File: src/rtl/uart_tx_arbiter.sv
// Round-robin, packet-atomic arbiter that shares one uart_tx among N_REQ byte-stream requesters.
// Optional stall abort with timeout_err pulse is enabled by defining UART_ARB_TIMEOUT_EN.
module uart_tx_arbiter #(
  parameter int N_REQ = 2
`ifdef UART_ARB_TIMEOUT_EN
  ,
  parameter int TIMEOUT_CYC = 4096
`endif
) (
  input  logic               clk,
  input  logic               rst,
  input  logic [N_REQ-1:0]   req_valid,
  input  logic [8*N_REQ-1:0] req_data,
  input  logic [N_REQ-1:0]   req_last,
  output logic [N_REQ-1:0]   req_ready,
  output logic [N_REQ-1:0]   grant,
  output logic               tx_start,
  output logic [7:0]         tx_data,
  input  logic               tx_busy,
  output logic               timeout_err,
  output logic [1:0]         state_dbg
);

  localparam int IDX_W = $clog2(N_REQ);

  typedef enum logic [1:0] {
    S_IDLE    = 2'd0,
    S_ISSUE   = 2'd1,
    S_WAIT_HI = 2'd2,
    S_WAIT_LO = 2'd3
  } state_t;

  state_t             state, state_nx;
  logic [N_REQ-1:0]   grant_nx;
  logic [IDX_W-1:0]   g_idx, g_idx_nx;
  logic [IDX_W-1:0]   rr_ptr, rr_nx;
  logic               tx_start_nx;
  logic [7:0]         tx_data_nx;
  logic               last_q, last_nx;

  logic               pick_any;
  logic [IDX_W-1:0]   pick_idx;
  logic [IDX_W:0]     cand;

  logic               cur_valid;
  logic [7:0]         cur_data;
  logic               cur_last;
  logic               xfer;

  assign state_dbg = state;

  // Round-robin search starting just after the last owner, wrapping at N_REQ.
  always_comb begin
    pick_any = 1'b0;
    pick_idx = '0;
    cand     = '0;
    for (int k = 1; k <= N_REQ; k++) begin
      cand = {1'b0, rr_ptr} + (IDX_W+1)'(k);
      if (cand >= (IDX_W+1)'(N_REQ)) cand = cand - (IDX_W+1)'(N_REQ);
      if (!pick_any && req_valid[cand[IDX_W-1:0]]) begin
        pick_any = 1'b1;
        pick_idx = cand[IDX_W-1:0];
      end
    end
  end

  assign cur_valid = req_valid[g_idx];
  assign cur_data  = req_data[{g_idx, 3'b000} +: 8];
  assign cur_last  = req_last[g_idx];

  // Handshake: a byte moves when req_valid[i] & req_ready[i] are both high at a rising clk edge.
  // Only the granted requester can see ready, only in ISSUE, and only while the UART is idle.
  assign req_ready = grant & {N_REQ{(state == S_ISSUE) & ~tx_busy}};
  assign xfer      = (state == S_ISSUE) & ~tx_busy & cur_valid;

`ifdef UART_ARB_TIMEOUT_EN
  localparam int CNT_W = $clog2(TIMEOUT_CYC);
  logic [CNT_W-1:0] stall_cnt;
  logic             timeout_nx;
`endif

  always_comb begin
    state_nx    = state;
    grant_nx    = grant;
    g_idx_nx    = g_idx;
    rr_nx       = rr_ptr;
    tx_start_nx = 1'b0;
    tx_data_nx  = tx_data;
    last_nx     = last_q;
`ifdef UART_ARB_TIMEOUT_EN
    timeout_nx  = 1'b0;
`endif
    case (state)
      S_IDLE: begin
        if (pick_any) begin
          grant_nx           = '0;
          grant_nx[pick_idx] = 1'b1;
          g_idx_nx           = pick_idx;
          state_nx           = S_ISSUE;
        end
      end
      S_ISSUE: begin
        if (xfer) begin
          tx_data_nx  = cur_data;
          last_nx     = cur_last;
          tx_start_nx = 1'b1;
          state_nx    = S_WAIT_HI;
        end
`ifdef UART_ARB_TIMEOUT_EN
        else if (stall_cnt == CNT_W'(TIMEOUT_CYC - 1)) begin
          grant_nx   = '0;
          rr_nx      = g_idx;
          timeout_nx = 1'b1;
          state_nx   = S_IDLE;
        end
`endif
      end
      S_WAIT_HI: begin
        if (tx_busy) state_nx = S_WAIT_LO;
      end
      S_WAIT_LO: begin
        if (!tx_busy) begin
          if (last_q) begin
            rr_nx    = g_idx;
            grant_nx = '0;
            state_nx = S_IDLE;
          end else begin
            state_nx = S_ISSUE;
          end
        end
      end
      default: state_nx = S_IDLE;
    endcase
  end

  always_ff @(posedge clk or posedge rst) begin
    if (rst) begin
      state    <= S_IDLE;
      grant    <= '0;
      g_idx    <= '0;
      rr_ptr   <= IDX_W'(N_REQ - 1);
      tx_start <= 1'b0;
      tx_data  <= '0;
      last_q   <= 1'b0;
    end else begin
      state    <= state_nx;
      grant    <= grant_nx;
      g_idx    <= g_idx_nx;
      rr_ptr   <= rr_nx;
      tx_start <= tx_start_nx;
      tx_data  <= tx_data_nx;
      last_q   <= last_nx;
    end
  end

`ifdef UART_ARB_TIMEOUT_EN
  // Counter sits at zero outside ISSUE, so it always starts fresh on entry.
  always_ff @(posedge clk or posedge rst) begin
    if (rst) begin
      stall_cnt   <= '0;
      timeout_err <= 1'b0;
    end else begin
      timeout_err <= timeout_nx;
      if (state != S_ISSUE) stall_cnt <= '0;
      else if (!xfer)       stall_cnt <= stall_cnt + 1'b1;
    end
  end
`else
  assign timeout_err = 1'b0;
`endif

endmodule

File: config.mk
export PLATFORM = sky130hd
export DESIGN_NAME = uart_tx_arbiter
export DESIGN_NICKNAME = d
export VERILOG_FILES = /design/src/rtl/uart_tx_arbiter.sv
export SDC_FILE = /design/constraint.sdc
export NUM_CORES = 1
export LEC_CHECK = 0
export ABC_AREA = 1
export BUFFER_PORTS_ARGS = -buffer_cell sky130_fd_sc_hd__buf_2
export CORE_MARGIN = 2
export CORE_UTILIZATION = 49
export CTS_CLUSTER_SIZE = 8
export DETAILED_ROUTE_END_ITERATION = 12
export HOLD_SLACK_MARGIN = 0.08
export PLACE_DENSITY = 0.82
export SLEW_MARGIN = 20
export SYNTH_ARGS = -nofsm -noshare
export SYNTH_HDL_FRONTEND = slang
export SYNTH_SLANG_ARGS = --single-unit
File: constraint.sdc
create_clock -name clk -period 3.04 [get_ports clk]
set_clock_uncertainty 0.15 [all_clocks]
set_input_delay 0.912 -clock clk [delete_from_list [all_inputs] [get_ports clk]]
set_output_delay 0.912 -clock clk [all_outputs]
set_load 0.05 [all_outputs]
# Word-level counts from Yosys, hierarchy flattened

Cells that the tools add are included.

Add/sub/neg operators: 4
Order comparisons: 7
Equality and inequality tests: 8
Shift-type cells: 1
Muxes and demuxes: 28
Bitwise gates (word level): 4
Reduce and logical (&&, ||, !) cells: 10

Operators by type and width:

| operator                                                    | count |
|---|---|
| 2-to-1 mux 1 bit                                            | 18 |
| variable part select 16 x 5 -> 8 bit                        | 1 |
| 2-to-1 mux 2 bit                                            | 7 |
| != test 2 bit (second input constant)                       | 5 |
| less-than comparator 1 x 2 -> 1 bit (second input constant) | 4 |
| case mux 2 bit (4 select lines)                             | 1 |
| AND reduction 4 bit                                         | 2 |
| == test 2 bit (second input constant)                       | 2 |
| greater-or-equal comparator 2 bit (second input constant)   | 2 |
| case mux 2 bit (2 select lines)                             | 1 |
| AND reduction 2 bit                                         | 2 |
| AND reduction 3 bit                                         | 1 |
| adder 1 x 1 -> 2 bit (second input constant)                | 1 |
| adder 1 x 2 -> 2 bit (second input constant)                | 1 |
| bitwise AND 1 bit                                           | 2 |
| bitwise AND 2 bit                                           | 1 |
| == test 2 x 1 -> 1 bit (second input constant)              | 1 |
| logical AND 1 bit                                           | 2 |
| zero test 2 bit                                             | 1 |
| nonzero test 2 bit                                          | 1 |
| subtractor 1 bit (second input constant)                    | 2 |
| demux 1 bit (select 1 bit)                                  | 1 |
| greater-or-equal comparator 1 bit (second input constant)   | 1 |
| zero test 1 bit                                             | 1 |
| inverter 1 bit                                              | 1 |

Flip-flop bits (word level): 16
Bits of input ports: 23
Output and inout bits: 16
Word-level logic and storage cells: 69

# Depth between registers and ports, before layout

Depth in word-level cells: 15
Gate-level depth with buffers: 10
Gate-level depth less buffers: 9

# Worst setup path before layout

Ideal clock, no wire load.

Path type: flip-flop to output port
Start point: register state[0], in the netlist state_dbg[0]
End point: output req_ready[0]
Data arrival time: 1.821 ns
Path slack: 0.157 ns
Stages on the path, launching flop included: 6
Buffers on the path: 0
Cell sequence: dfrtp_1 > ha_1 > inv_1 > nor2_2 > inv_1 > nor2_1

Longest elaborated chain between the ends: 3

Ends and longest elaborated chain:

| what                     | line | text |
|---|---|---|
| start: declaration       | 33   | `state_t state, state_nx;` |
| start signal: assignment | 146  | `state <= state_nx;` |
| == test 2 x 1 -> 1 bit   | 73   | `assign req_ready = grant & {N_REQ{(state == S_ISSUE) & ~tx_busy}};` |
| bitwise AND 1 bit        | 73   |  |
| bitwise AND 2 bit        | 73   |  |
| end: declaration         | 15   | `output logic [N_REQ-1:0] req_ready,` |

No other way between the ends.

# Worst setup path in the final report

Start point: register state[1], in the netlist state_dbg[1]
End point: output req_ready[1]

The elaborated chain is that of the path after synthesis.

==> impl_table.tex <==
\begin{tabular}{lr}
\hline
Metric & Value \\
\hline
\multicolumn{2}{l}{\textbf{Floorplanning}} \\
Total number of placement rows & 15 \\
Die outline area & 2160 um\^{}2 \\
Die Span Y & 46.5 um \\
Die width & 46.5 um \\
Starting Density & 51.7\% \\
Core area & 1710 um\^{}2 \\
I/O pin cnt & 39 \\
\multicolumn{2}{l}{\textbf{Yosys}} \\
Total of flip-flops plus latches after synthesis & 16 \\
Count of different cell masters after synthesis & 19 \\
Yosys warning total & 0 \\
Library cell occupying the most area in the post-synthesis netlist & sky130\_fd\_sc\_hd\_\_dfrtp\_1 \\
Post-synth top area share & 42.5\% \\
Post-Syn Area & 883 um\^{}2 \\
Net count of the mapped netlist & 131 \\
Most area-consuming cells after synthesis & sky130\_fd\_sc\_hd\_\_dfrtp\_1 42\%, sky130\_fd\_sc\_hd\_\_nand2\_1 12\%, sky130\_fd\_sc\_hd\_\_mux2i\_1 10\%, sky130\_fd\_sc\_hd\_\_o21ai\_0 7.9\%, sky130\_fd\_sc\_hd\_\_ha\_1 5.7\% \\
Avg Cell Area, Syn & 8.49 um\^{}2 \\
Cells after Synth & 104 \\
Part of the Yosys area used for sequential elements & 45.5\% \\
\multicolumn{2}{l}{\textbf{CTS}} \\
Number of clock buffers inserted by TritonCTS & 3 \\
\# Post-CTS Setup Buffers & 0 \\
Cells resized by post-CTS repair & 0 \\
Insertion delay of the later-clocked pin in the worst-skew pair & 300 ps \\
Number of buffers inserted for hold repair after clock tree synthesis & 0 \\
Clock tree root driver cell & sky130\_fd\_sc\_hd\_\_clkbuf\_4 \\
Number of H-tree branching levels & 1 \\
Clock sink count & 16 \\
TritonCTS clock tree & yes \\
Clock slew at the register clock pins of the worst setup and hold paths & 100 ps \\
Buffers from clock root to sink, at most & 2 \\
\multicolumn{2}{l}{\textbf{Timing}} \\
Setup TNS & 0 ps \\
Hold Violations, Final & 0 \\
Final Max Tran Viols & 0 \\
Setup repair after global routing missed its margin & no \\
Min cycle time layout & 2710 ps \\
Worst max-slew margin expressed relative to the limit & 59.9\% \\
Slew of the pin with the lowest slew margin & 601 ps \\
Smallest hold slack & 336 ps \\
Final clock period utilization by the worst path & 89.1\% \\
Achievable Freq & 0.369 GHz \\
Total setup violations reported at the end of the flow & 0 \\
Smallest setup slack after layout & 332 ps \\
\multicolumn{2}{l}{\textbf{Setup path}} \\
CP Capture Type & output port \\
Critical path, cell by cell & inv\_1 > ha\_1 > inv\_1 > nor2\_2 > inv\_1 > nor2\_1 > buf\_2 \\
Maximum fanout along the worst path & 6 \\
Endpoint arrival time on the critical path & 1650 ps \\
Most used cell, CP & sky130\_fd\_sc\_hd\_\_inv\_1 \\
FF-to-FF setup slack & 1110 ps \\
Crit Reg-Reg Startpoint & state\_dbg[1] \\
Worst setup SP type & flop \\
Required arrival time at the worst endpoint & 1980 ps \\
CP max stage delay & 450 ps \\
Worst Setup Path Type & reg -> out \\
Endpoint of the most critical register-to-register path & state\_dbg[0] \\
Worst path slowest cell & sky130\_fd\_sc\_hd\_\_dfrtp\_1 \\
Count of cells along the worst register-to-register path & 9 \\
\multicolumn{2}{l}{\textbf{Finish}} \\
Area growth from synthesis to final layout & 25.1\% \\
Commonest non-fill, non-tap cell in the layout & sky130\_fd\_sc\_hd\_\_buf\_2 \\
Post-route standard cell area excluding fillers & 1100 um\^{}2 \\
Ratio of cells with drive above 1 in the final layout & 34.0\% \\
Total Nets Final & 169 \\
Top library cells by usage in the layout, fill and taps aside & 37 x sky130\_fd\_sc\_hd\_\_buf\_2, 29 x sky130\_fd\_sc\_hd\_\_nand2\_1, 15 x sky130\_fd\_sc\_hd\_\_dfrtp\_1 \\
Number of antenna cells inserted & 0 \\
Final Instance Count excl. Fillers & 166 \\
\multicolumn{2}{l}{\textbf{Power}} \\
Power Dens Cells & 1140 nW/um\^{}2 \\
Largest vdd supply drop & 0.000515 V \\
Leakage power & 0.000644 uW \\
\multicolumn{2}{l}{\textbf{Placed design}} \\
Global placer's final weighted congestion & 0.810 \\
Number of input and output port buffers inserted & 37 \\
HPWL after DPL & 1.36 mm \\
Placed insts & 162 \\
Placement-stage cell area & 1070 um\^{}2 \\
Minimum setup slack after placement & 432 ps \\
\multicolumn{2}{l}{\textbf{Routing}} \\
Detail-routed via count per cell & 4.77 \\
Total via count after detailed routing & 792 \\
Average wire length per cell after detail routing & 10.9 um \\
Drt total wl & 1.80 mm \\
Remaining number of nets flagged by the antenna check after routing & 0 \\
Drt first pass iters & 5 \\
Iteration-0 DRC count of the detailed router & 14 \\
Number of remaining DRC errors & 0 \\
\multicolumn{2}{l}{\textbf{Global routing}} \\
Number of antenna violations at the first check in global routing & 0 \\
Wire length of the first global-routing pass & 2.77 mm \\
Overflow after GRT & 0 \\
Vias in the first global route & 671 \\
Largest net degree at the start of global routing & 21 \\
Combined global-route utilization of all metal layers & 19.1\% \\
\multicolumn{2}{l}{\textbf{Hold path}} \\
Worst hold path stage count & 2 \\
Startpoint of the worst hold path & tx\_data[3] \\
Kind of path behind the tightest hold check & reg -> reg \\
Hold Path Sink & tx\_data[3] \\
\multicolumn{2}{l}{\textbf{Flow run}} \\
Max capacitance violation total & 0 \\
\multicolumn{2}{l}{\textbf{Run status}} \\
Run status & completed \\
\hline
\end{tabular}
==> metrics by stage <==
step                      util, %  total power [uW]
after floorplan                 -               975
after CTS                    64.7              1270
after global routing         64.7              1350
after global placement       62.6              1100
final                        64.7              1260
after detailed placement     62.6              1120
==> layout make-up <==
cell class	instances	area [um^2]
Clock buffer	4	36.3
Fill cell	145	603
Inverter	13	48.8
Multi-Input combinational cell	71	402
Sequential cell	16	402
Tap cell	25	31.3
Timing Repair Buffer	37	185
==> worst max-delay path, delay by kind of cell (launching register included) <==
kind                       cells  cell delay [ps]
and+or+nand+nor                2              200
adders and majority gates      1              210
DFF                            1              450
buffers and inverters          4              500
==> synth_stat cells <==
| cell | number |
|---|---|
| sky130_fd_sc_hd__buf_2 | 1 |
| sky130_fd_sc_hd__buf_4 | 2 |
| sky130_fd_sc_hd__buf_6 | 1 |
| sky130_fd_sc_hd__conb_1 | 1 |
| sky130_fd_sc_hd__dfrtp_1 | 15 |
| sky130_fd_sc_hd__dfstp_2 | 1 |
| sky130_fd_sc_hd__ha_1 | 4 |
| sky130_fd_sc_hd__inv_1 | 11 |
| sky130_fd_sc_hd__inv_2 | 2 |
| sky130_fd_sc_hd__mux2i_1 | 9 |
| sky130_fd_sc_hd__nand2_1 | 29 |
| sky130_fd_sc_hd__nand2_2 | 1 |
| sky130_fd_sc_hd__nand2_4 | 1 |
| sky130_fd_sc_hd__nand3_1 | 5 |
| sky130_fd_sc_hd__nand3b_1 | 1 |
| sky130_fd_sc_hd__nor2_1 | 3 |
| sky130_fd_sc_hd__nor2_2 | 2 |
| sky130_fd_sc_hd__o21ai_0 | 14 |
| sky130_fd_sc_hd__o21ai_1 | 1 |
==> kinds of logic after synthesis <==
| family | after synthesis | share of synthesized area, % |
|---|---|---|
| AOI/OAI and AO/OA | 15 | 8.50 |
| and+or+nand+nor | 42 | 20.7 |
| adders and majority gates | 4 | 5.67 |
| buffers and inverters | 17 | 9.06 |
| other | 1 | 0.425 |
| DFF | 16 | 45.5 |
| muxes | 9 | 10.2 |
==> power by group <==
part | switching [uW] | total [uW] | internal (uW) | leakage [uW]
Combinational | 501 | 710 | 209 | 0.000424
Sequential | 95.8 | 407 | 312 | 0.000199
Clock | 71.0 | 144 | 73.1 | 0.0000210
==> sequential cells by signal, summed over array words and instances, names as in the netlist <==
name       flops
tx_data        8
rr_ptr         1
grant          2
g_idx          1
state_dbg      2
tx_start       1
last_q         1
==> per-layer routing <==
metal | up-vias | wire [um] | GRT usage (%)
met4 | 0 | 42 | 10.3
met3 | 7 | 93 | 3.53
met2 | 31 | 914 | 33.3
met1 | 355 | 751 | 21.6
li1 | 399 | - | -
met5 | - | 0 | 0
==> how the worst max path moves through the flow <==
stage | startpoint | to | slack, ps | cells after the start
floorplan | state_dbg[0] | req_ready[0] | 160 | 5
global placement | tx_busy | req_ready[0] | 450 | 5
detailed placement | tx_busy | req_ready[1] | 430 | 5
CTS | state_dbg[1] | req_ready[1] | 310 | 7
global route | state_dbg[1] | req_ready[1] | 190 | 7
finish | state_dbg[1] | req_ready[1] | 330 | 7
Note: power is estimated with default switching activity, not from simulation.
